## src/rtl/fetch_pkg.sv

```systemverilog
// rtl/fetch_pkg.sv - shared state encoding and default constants for the IF stage
package fetch_pkg;

  typedef enum logic [1:0] {
    FETCH = 2'd0,
    WAIT  = 2'd1,
    HOLD  = 2'd2,
    HALT  = 2'd3
  } fetch_state_t;

  localparam logic [31:0] DEF_RESET_PC  = 32'h00000000;
  localparam logic [31:0] DEF_HALT_WORD = 32'hFFFFFFFF;
  localparam logic [31:0] DEF_NOP_WORD  = 32'h00000000;

  function automatic logic [31:0] align_word(input logic [31:0] addr);
    return {addr[31:2], 2'b00};
  endfunction

endpackage

```

## src/rtl/fetch_hold_buffer.sv

```systemverilog
// rtl/fetch_hold_buffer.sv - parks an {instruction, pcPlus4} pair while IF/ID is stalled
module fetch_hold_buffer (
  input  logic        clk,
  input  logic        rst_n,
  input  logic        i_load,
  input  logic        i_clear,
  input  logic [63:0] i_data,
  output logic [63:0] o_data,
  output logic        o_valid
);

  logic [63:0] r_data;
  logic        r_valid;

  // Clear wins so a redirect can never resurrect a parked word.
  always_ff @(posedge clk or negedge rst_n) begin
    if (!rst_n) begin
      r_data  <= 64'd0;
      r_valid <= 1'b0;
    end else if (i_clear) begin
      r_data  <= 64'd0;
      r_valid <= 1'b0;
    end else if (i_load) begin
      r_data  <= i_data;
      r_valid <= 1'b1;
    end
  end

  assign o_data  = r_data;
  assign o_valid = r_valid;

endmodule

```

## src/rtl/instruction_fetch_unit.sv

```systemverilog
// rtl/instruction_fetch_unit.sv - IF stage: PC owner, single-outstanding imem fetch, stall/redirect/halt
module instruction_fetch_unit
  import fetch_pkg::*;
#(
  parameter logic [31:0] RESET_PC  = DEF_RESET_PC,
  parameter logic [31:0] HALT_WORD = DEF_HALT_WORD,
  parameter logic [31:0] NOP_WORD  = DEF_NOP_WORD
) (
  input  logic        clk,
  input  logic        reset,
  input  logic        stall,
  input  logic        redirect,
  input  logic [31:0] redirectTarget,
  output logic        imemReq,
  output logic [31:0] imemAddr,
  input  logic        imemReady,
  input  logic        imemValid,
  input  logic [31:0] imemData,
  output logic [31:0] instruction,
  output logic [31:0] pcPlus4,
  output logic        instrValid,
  output logic        endProgram
);

  fetch_state_t r_state;
  logic [31:0]  r_pc;
  logic [31:0]  r_instruction;
  logic [31:0]  r_pcplus4;
  logic         r_imem_req;
  logic         r_instr_valid;
  logic         r_end_program;
  logic         r_drop;

  logic [31:0]  w_pc_next4;
  logic [31:0]  w_target;
  logic         w_hb_load;
  logic         w_hb_clear;
  logic [63:0]  w_hb_data;
  logic         w_hb_valid;

  assign w_pc_next4 = r_pc + 32'd4;
  assign w_target   = align_word(redirectTarget);
  assign w_hb_load  = (r_state == WAIT) && imemValid && !r_drop && !redirect && stall;
  assign w_hb_clear = (r_state == HOLD) && (redirect || !stall);

  fetch_hold_buffer u_hold (
    .clk     (clk),
    .rst_n   (reset),
    .i_load  (w_hb_load),
    .i_clear (w_hb_clear),
    .i_data  ({imemData, w_pc_next4}),
    .o_data  (w_hb_data),
    .o_valid (w_hb_valid)
  );

  always_ff @(posedge clk or negedge reset) begin
    if (!reset) begin
      r_state       <= FETCH;
      r_pc          <= RESET_PC;
      r_instruction <= NOP_WORD;
      r_pcplus4     <= 32'd0;
      r_imem_req    <= 1'b0;
      r_instr_valid <= 1'b0;
      r_end_program <= 1'b0;
      r_drop        <= 1'b0;
    end else begin
      r_instr_valid <= 1'b0;
      r_instruction <= NOP_WORD;
      case (r_state)
        FETCH: begin
          if (r_imem_req && imemReady) begin
            // An accepted request must still drain even if redirected away.
            r_state    <= WAIT;
            r_imem_req <= 1'b0;
            r_drop     <= redirect;
          end else begin
            r_imem_req <= 1'b1;
          end
          if (redirect) r_pc <= w_target;
        end
        WAIT: begin
          if (redirect) begin
            r_pc <= w_target;
            if (imemValid) begin
              r_drop     <= 1'b0;
              r_state    <= FETCH;
              r_imem_req <= 1'b1;
            end else begin
              r_drop <= 1'b1;
            end
          end else if (imemValid) begin
            if (r_drop) begin
              r_drop     <= 1'b0;
              r_state    <= FETCH;
              r_imem_req <= 1'b1;
            end else if (stall) begin
              r_state <= HOLD;
            end else begin
              r_instruction <= imemData;
              r_pcplus4     <= w_pc_next4;
              r_instr_valid <= 1'b1;
              r_pc          <= w_pc_next4;
              if (imemData == HALT_WORD) begin
                r_end_program <= 1'b1;
                r_state       <= HALT;
              end else begin
                r_state    <= FETCH;
                r_imem_req <= 1'b1;
              end
            end
          end
        end
        HOLD: begin
          if (redirect) begin
            r_pc       <= w_target;
            r_state    <= FETCH;
            r_imem_req <= 1'b1;
          end else if (!stall) begin
            r_pc      <= w_pc_next4;
            r_pcplus4 <= w_hb_data[31:0];
            if (w_hb_data[63:32] == HALT_WORD) begin
              r_end_program <= 1'b1;
              r_state       <= HALT;
            end else begin
              r_state    <= FETCH;
              r_imem_req <= 1'b1;
            end
          end
        end
        HALT: begin
          r_imem_req <= 1'b0;
        end
        default: begin
          r_state <= FETCH;
        end
      endcase
    end
  end

  // While parked, the hold buffer drives IF/ID directly.
  assign imemReq     = r_imem_req;
  assign imemAddr    = r_pc;
  assign instruction = w_hb_valid ? w_hb_data[63:32] : r_instruction;
  assign pcPlus4     = w_hb_valid ? w_hb_data[31:0] : r_pcplus4;
  assign instrValid  = w_hb_valid | r_instr_valid;
  assign endProgram  = r_end_program;

endmodule

```

## config.mk

```make
export PLATFORM = sky130hd
export DESIGN_NAME = instruction_fetch_unit
export DESIGN_NICKNAME = d
export VERILOG_FILES = /design/src/rtl/fetch_pkg.sv /design/src/rtl/fetch_hold_buffer.sv /design/src/rtl/instruction_fetch_unit.sv
export SDC_FILE = /design/constraint.sdc
export NUM_CORES = 1
export LEC_CHECK = 0
export CAP_MARGIN = 20
export CORE_ASPECT_RATIO = 1.75
export CORE_MARGIN = 2
export CORE_UTILIZATION = 30
export CTS_CLUSTER_SIZE = 30
export DETAILED_ROUTE_END_ITERATION = 6
export PLACE_DENSITY = 0.59
export SETUP_SLACK_MARGIN = 0.3
export SYNTH_ARGS = -nofsm -noshare
export SYNTH_HDL_FRONTEND = slang
export SYNTH_SLANG_ARGS = --single-unit
```

## constraint.sdc

```tcl
create_clock -name clk -period 2.5 [get_ports clk]
set_input_delay 0.5 -clock clk [delete_from_list [all_inputs] [get_ports clk]]
set_output_delay 0.5 -clock clk [all_outputs]
set_load 0.1 [all_outputs]
```

Word-level counts from Yosys, hierarchy flattened
Index checks and enable logic that the tools add are counted.

Bits in registers: 167. Word-level logic and storage cells: 120. Bits of input ports: 70.

Add/subtract/negate cells: 1. Reductions and logical operators: 21. Muxes and demuxes: 66. Equal/unequal tests: 21. Bitwise gates (word level): 1.

Operators by type and width (count): 32-bit two-way mux (19); 64-bit two-way mux (2); 32-bit one-hot mux with 3 select lines (1); 32-bit equality test (second input constant) (2); 32-bit one-hot mux with 2 select lines (1); 32-bit by 3-bit adder with 32-bit output (second input constant) (1); 1-bit two-way mux (29); 2-bit two-way mux (10); 2-bit inequality test (second input constant) (8); 3-bit inequality test (second input constant) (4); 9-bit AND reduction (1); 4-bit inequality test (second input constant) (2); 4-bit AND reduction (2); 7-bit AND reduction (1); 1-bit logical AND (6); 2-bit one-hot mux with 3 select lines (1); 2-bit nonzero test (3); 5-bit AND reduction (1); 2-bit equality test (second input constant) (2); 2-bit by 1-bit inequality test with 1-bit output (second input constant) (2); 1-bit one-hot mux with 2 select lines (2); 1-bit one-hot mux with 4 select lines (1); 1-bit logical NOT (3); 3-bit AND reduction (1); 5 further kinds (5).

Logic depth before layout (Yosys ltp)
Depth after elaboration: 7. Mapped depth: 8. Depth with buffers taken out: 7.

Hierarchy
A second synthesis with hierarchy kept.

Cell total of the unflattened synthesis: 882. Area total of the unflattened synthesis: 8827.2 µm².

Modules (own cells, without submodules): instruction_fetch_unit (area each 6190.9 µm², cells an instance 673, times used 1); fetch_hold_buffer (area each 2636.3 µm², cells an instance 209, times used 1).

Worst setup path before layout
Ideal clock, no wire load.

Path kind: reg2reg. Start point: reg r_pc[4], in the netlist imemAddr[4]. End point: reg r_pc[19], in the netlist imemAddr[19]. Buffers on the path: 1. Setup time: 0.087 ns. Slack: -0.106 ns. Cell stages (with the launch flop): 7. Period minus slack after synthesis: 2.606 ns. Arrival time: 2.519 ns. Data required time: 2.413 ns. Cell sequence: dfrtp_1 > nand3_1 > nor4_4 > buf_4 > nand3_1 > xor2_1 > o211ai_1.

Longest elaborated chain between the ends: 6.

RTL lines: start: declaration (line instruction_fetch_unit.sv:26) `logic [31:0] r_pc;`; start signal: assignment (line instruction_fetch_unit.sv:79) `if (redirect) r_pc <= w_target;`; start signal: assignment (line instruction_fetch_unit.sv:83) `r_pc <= w_target;`; start signal: assignment (line instruction_fetch_unit.sv:102) `r_pc <= w_pc_next4;`; 32-bit by 3-bit adder with 32-bit output * (line instruction_fetch_unit.sv:41) `assign w_pc_next4 = r_pc + 32'd4;`; 32-bit two-way mux * (line instruction_fetch_unit.sv:96, instruction_fetch_unit.sv:118); 32-bit two-way mux (line instruction_fetch_unit.sv:92) `if (r_drop) begin`; 32-bit two-way mux (line instruction_fetch_unit.sv:91) `end else if (imemValid) begin`; 32-bit two-way mux (line instruction_fetch_unit.sv:82) `if (redirect) begin`; 32-bit one-hot mux with 3 select lines * (line instruction_fetch_unit.sv:69) `case (r_state)`.

Every way passes the cells marked *; elsewhere a longest branch is shown, timed or not. The select of a mux whose other input is x is not followed. A chain may end at the register's enable or synchronous reset.

Worst setup path in the final report
Start point: reg u_hold.r_valid, in the netlist u_hold.o_valid. End point: out instruction[29].

Longest elaborated chain between the ends: 1.

RTL lines: start: declaration (line fetch_hold_buffer.sv:13) `logic r_valid;`; start signal: assignment (line fetch_hold_buffer.sv:19) `r_valid <= 1'b0;`; start signal: assignment (line fetch_hold_buffer.sv:22) `r_valid <= 1'b0;`; start signal: assignment (line fetch_hold_buffer.sv:25) `r_valid <= 1'b1;`; 32-bit two-way mux (line instruction_fetch_unit.sv:143) `assign instruction = w_hb_valid ? w_hb_data[63:32] : r_instruction;`; end: declaration (line instruction_fetch_unit.sv:19) `output logic [31:0] instruction,`.

No other way between the ends.

==> out/qor.yml <==
min_period_ps: 2250
synth_edf_count: 0
skew_ps: 9.82
cts_made_buffers: 17
hold_viol_final: 0
seq_area_frac_synth_pct: 48.7
cap_violations: 0
n_antenna_cell: 0
fin_setup_tns_ps: 0
grt.total_usage_pct: 17.7
vias: 7224
synthesis.area_um2: 8380
cts_tree: "yes"
max_stage_delay_ps: 450
drive_gt1_share_pct: 26.4
synth-seq-cells: 163
rows: 81
fin_nets: 1118
clock_latency_ps: 450
use_met2_pct: 31.6
hold_path_class: "primary input to async pin"
cp_cell_sequence: "buf_12 > clkbuf_16 > mux2_4 > buf_12"
die_height_um: 225
coreArea_um2: 27800
slew-limit-headroom_pct: 62.6
initial_utilization_pct: 30.2
gp_congestion: 0.806
drt-initial-drc-count: 441
avgSynthCellArea_um2: 9.47
critPathSlowestCell: "dfrtp_2"
dr.pass1.iters: 5
status: "complete, no violations"
busiest_layer: "met2"
grtUsageMet1_pct: 20.8
dieArea_um2: 29300
grt_max_degree: 55
clockBufferDepth: 2
r2r_slack_ps: 460
fillers: 2655
grt_pass1_wl_mm: 39.4
cts_hold_buf: 0
grt_use_met3_pct: 3.02
syn_inst: 885
crit_buf_inv: 3
drt-wirelength-per-cell_um: 18.8
postRouteAntennaNets: 0
synth_cell_type_count: 55
grt-ovfl-total: 0
antenna_found_initial: 0
wl_mm: 26.9
cp.arrival_ps: 1750
tightest_slew_ps: 560
rsz0062_at_grt: "true"
clock-sinks: 163
clockRootBuffer: "clkbuf_16"
dpl.hpwl_mm: 18.1
path_common_cell: "buf_12"
worstPathRequired_ps: 2000
end_kind: "output pin"
async_flop_share_pct: 100
max_freq_mhz: 445
numPortBuffers: 164
cpLargestDelayFamily: "buffers and inverters"
io_pins: 169
clk_pin_slew_worst_paths_ps: 70
die_w_um: 130
h-tree-depth: 4
drt-vias-per-instance: 5.06
finalMaxSlewViolations: 0
yosysWarnings: 0
fin_hold_ws_ps: 13.8
grt_pass1_vias: 7024
drc: 0
critPathLaunchType: "register"
synthFlopType: "dfrtp_1"
critPathMaxFanout: 7
setup_violations: 0
area_delta_synth_final_pct: 45.1
critPathKind: "register to output pin"
min_period_over_period_pct: 90.0
## worst reg2reg max path, cell delays in order, from the launching register on
cell	delay [ps]
dfrtp_2	430
ha_1	290
nand2_2	160
nor4_4	160
buf_4	250
nand3_2	150
or4_1	430
nand3_1	100
## cells in the mapped netlist, types with 4 or more instances
cell type | count | share of area (%)
a31oi_1 | 5 | 0.37
buf_4 | 5 | 0.45
a21oi_1 | 25 | 1.5
nand2_1 | 149 | 6.7
mux2i_1 | 7 | 0.84
buf_1 | 9 | 0.40
xor2_1 | 17 | 1.8
nor2b_1 | 5 | 0.37
nand3_1 | 97 | 5.8
xnor2_1 | 7 | 0.73
nor3b_1 | 5 | 0.45
mux2_2 | 66 | 8.9
dfrtp_1 | 163 | 49
o21ai_0 | 67 | 4.0
clkbuf_1 | 49 | 2.2
and2_1 | 33 | 2.5
o22ai_1 | 14 | 1.0
ha_1 | 5 | 0.75
nand4_1 | 27 | 2.0
o211ai_1 | 15 | 1.3
inv_1 | 13 | 0.58
nor3_1 | 6 | 0.36
and3_1 | 7 | 0.52
buf_2 | 4 | 0.24
a2bb2oi_1 | 16 | 1.7
nor2_1 | 29 | 1.3
## metal layers
layer  routed length, um  part of all wire, %
met4                 569                  2.1
met5                   0                    0
met2               14800                   55
met1               10600                   39
met3                 993                  3.7
## state kept, by name (all words and copies together) (netlist names)
| name | count |
|---|---|
| u_hold.o_data | 63 |
| r_instruction | 32 |
| r_pcplus4 | 31 |
| imemAddr | 30 |
| r_state | 2 |
| endProgram | 1 |
| imemReq | 1 |
| r_drop | 1 |
| r_instr_valid | 1 |
| u_hold.o_valid | 1 |
## what timing repair did
item	CTS	global route
setup endpoints to repair	62	107
gates cloned	0	8
buffers inserted	0	3
resized for setup	1	40
## logic make-up (layout without fill, tap and decap cells)
kind of cell | count (synthesis) | count (layout) | synth area share [%]
other cells | 1 | 2 | 0.0447
flops | 163 | 163 | 48.7
simple gates | 379 | 379 | 22.8
buf+inv | 80 | 250 | 3.87
xor+xnor | 24 | 24 | 2.51
compound gates | 160 | 160 | 11.7
mux | 73 | 73 | 9.70
fa+ha+maj | 5 | 5 | 0.746
## worst paths after layout
check / depth (start not counted) / to / start
setup reg to reg: 7 / r_pcplus4[30] / imemAddr[2]
max in group asynchronous: 2 / u_hold.o_data[47] / reset
hold reg to reg: 2 / r_pcplus4[1] / r_pcplus4[1]
setup / recovery: 4 / instruction[29] / u_hold.o_valid
min in group clk: 2 / r_pcplus4[1] / r_pcplus4[1]
hold / removal: 1 / imemAddr[6] / reset
## through the flow
stage / setup slack [ps] / instances / cell area, um2 / utilization [%]
finish: 250 / 1429 / 12200 / 43.8
global route: 209 / 1429 / 12200 / 43.8
CTS: 236 / 1418 / 11800 / 42.6
detailed placement: 171 / 1386 / 11200 / 40.4
global placement: 199 / 1386 / 11200 / 40.4
floorplan: 301 / 886 / 8420 / -
## layout by cell type (no fill, tap or decap), types with 27 or more instances in the layout
cell type / n
nand4_1: 27
buf_4: 52
clkdlybuf4s50_1: 66
nand2_1: 148
buf_12: 79
mux2_4: 31
dfrtp_1: 138
nand3_1: 96
mux2_2: 35
nor2_1: 29
and2_1: 33
o21ai_0: 67
## layout make-up
cell class,instances,area [um2],share of cell area (%)
Clock inverter,9,130,1.07
Multi-Input combinational cell,643,4160,34.2
Sequential cell,163,4110,33.8
Clock buffer,23,468,3.85
Tap cell,373,467,3.84
Timing Repair Buffer,205,2780,22.9
Inverter,13,48.8,0.401
Power is left out: the tool's default activity adds up to more than one toggle a clock period on the data nets, which glitch-free logic cannot reach.
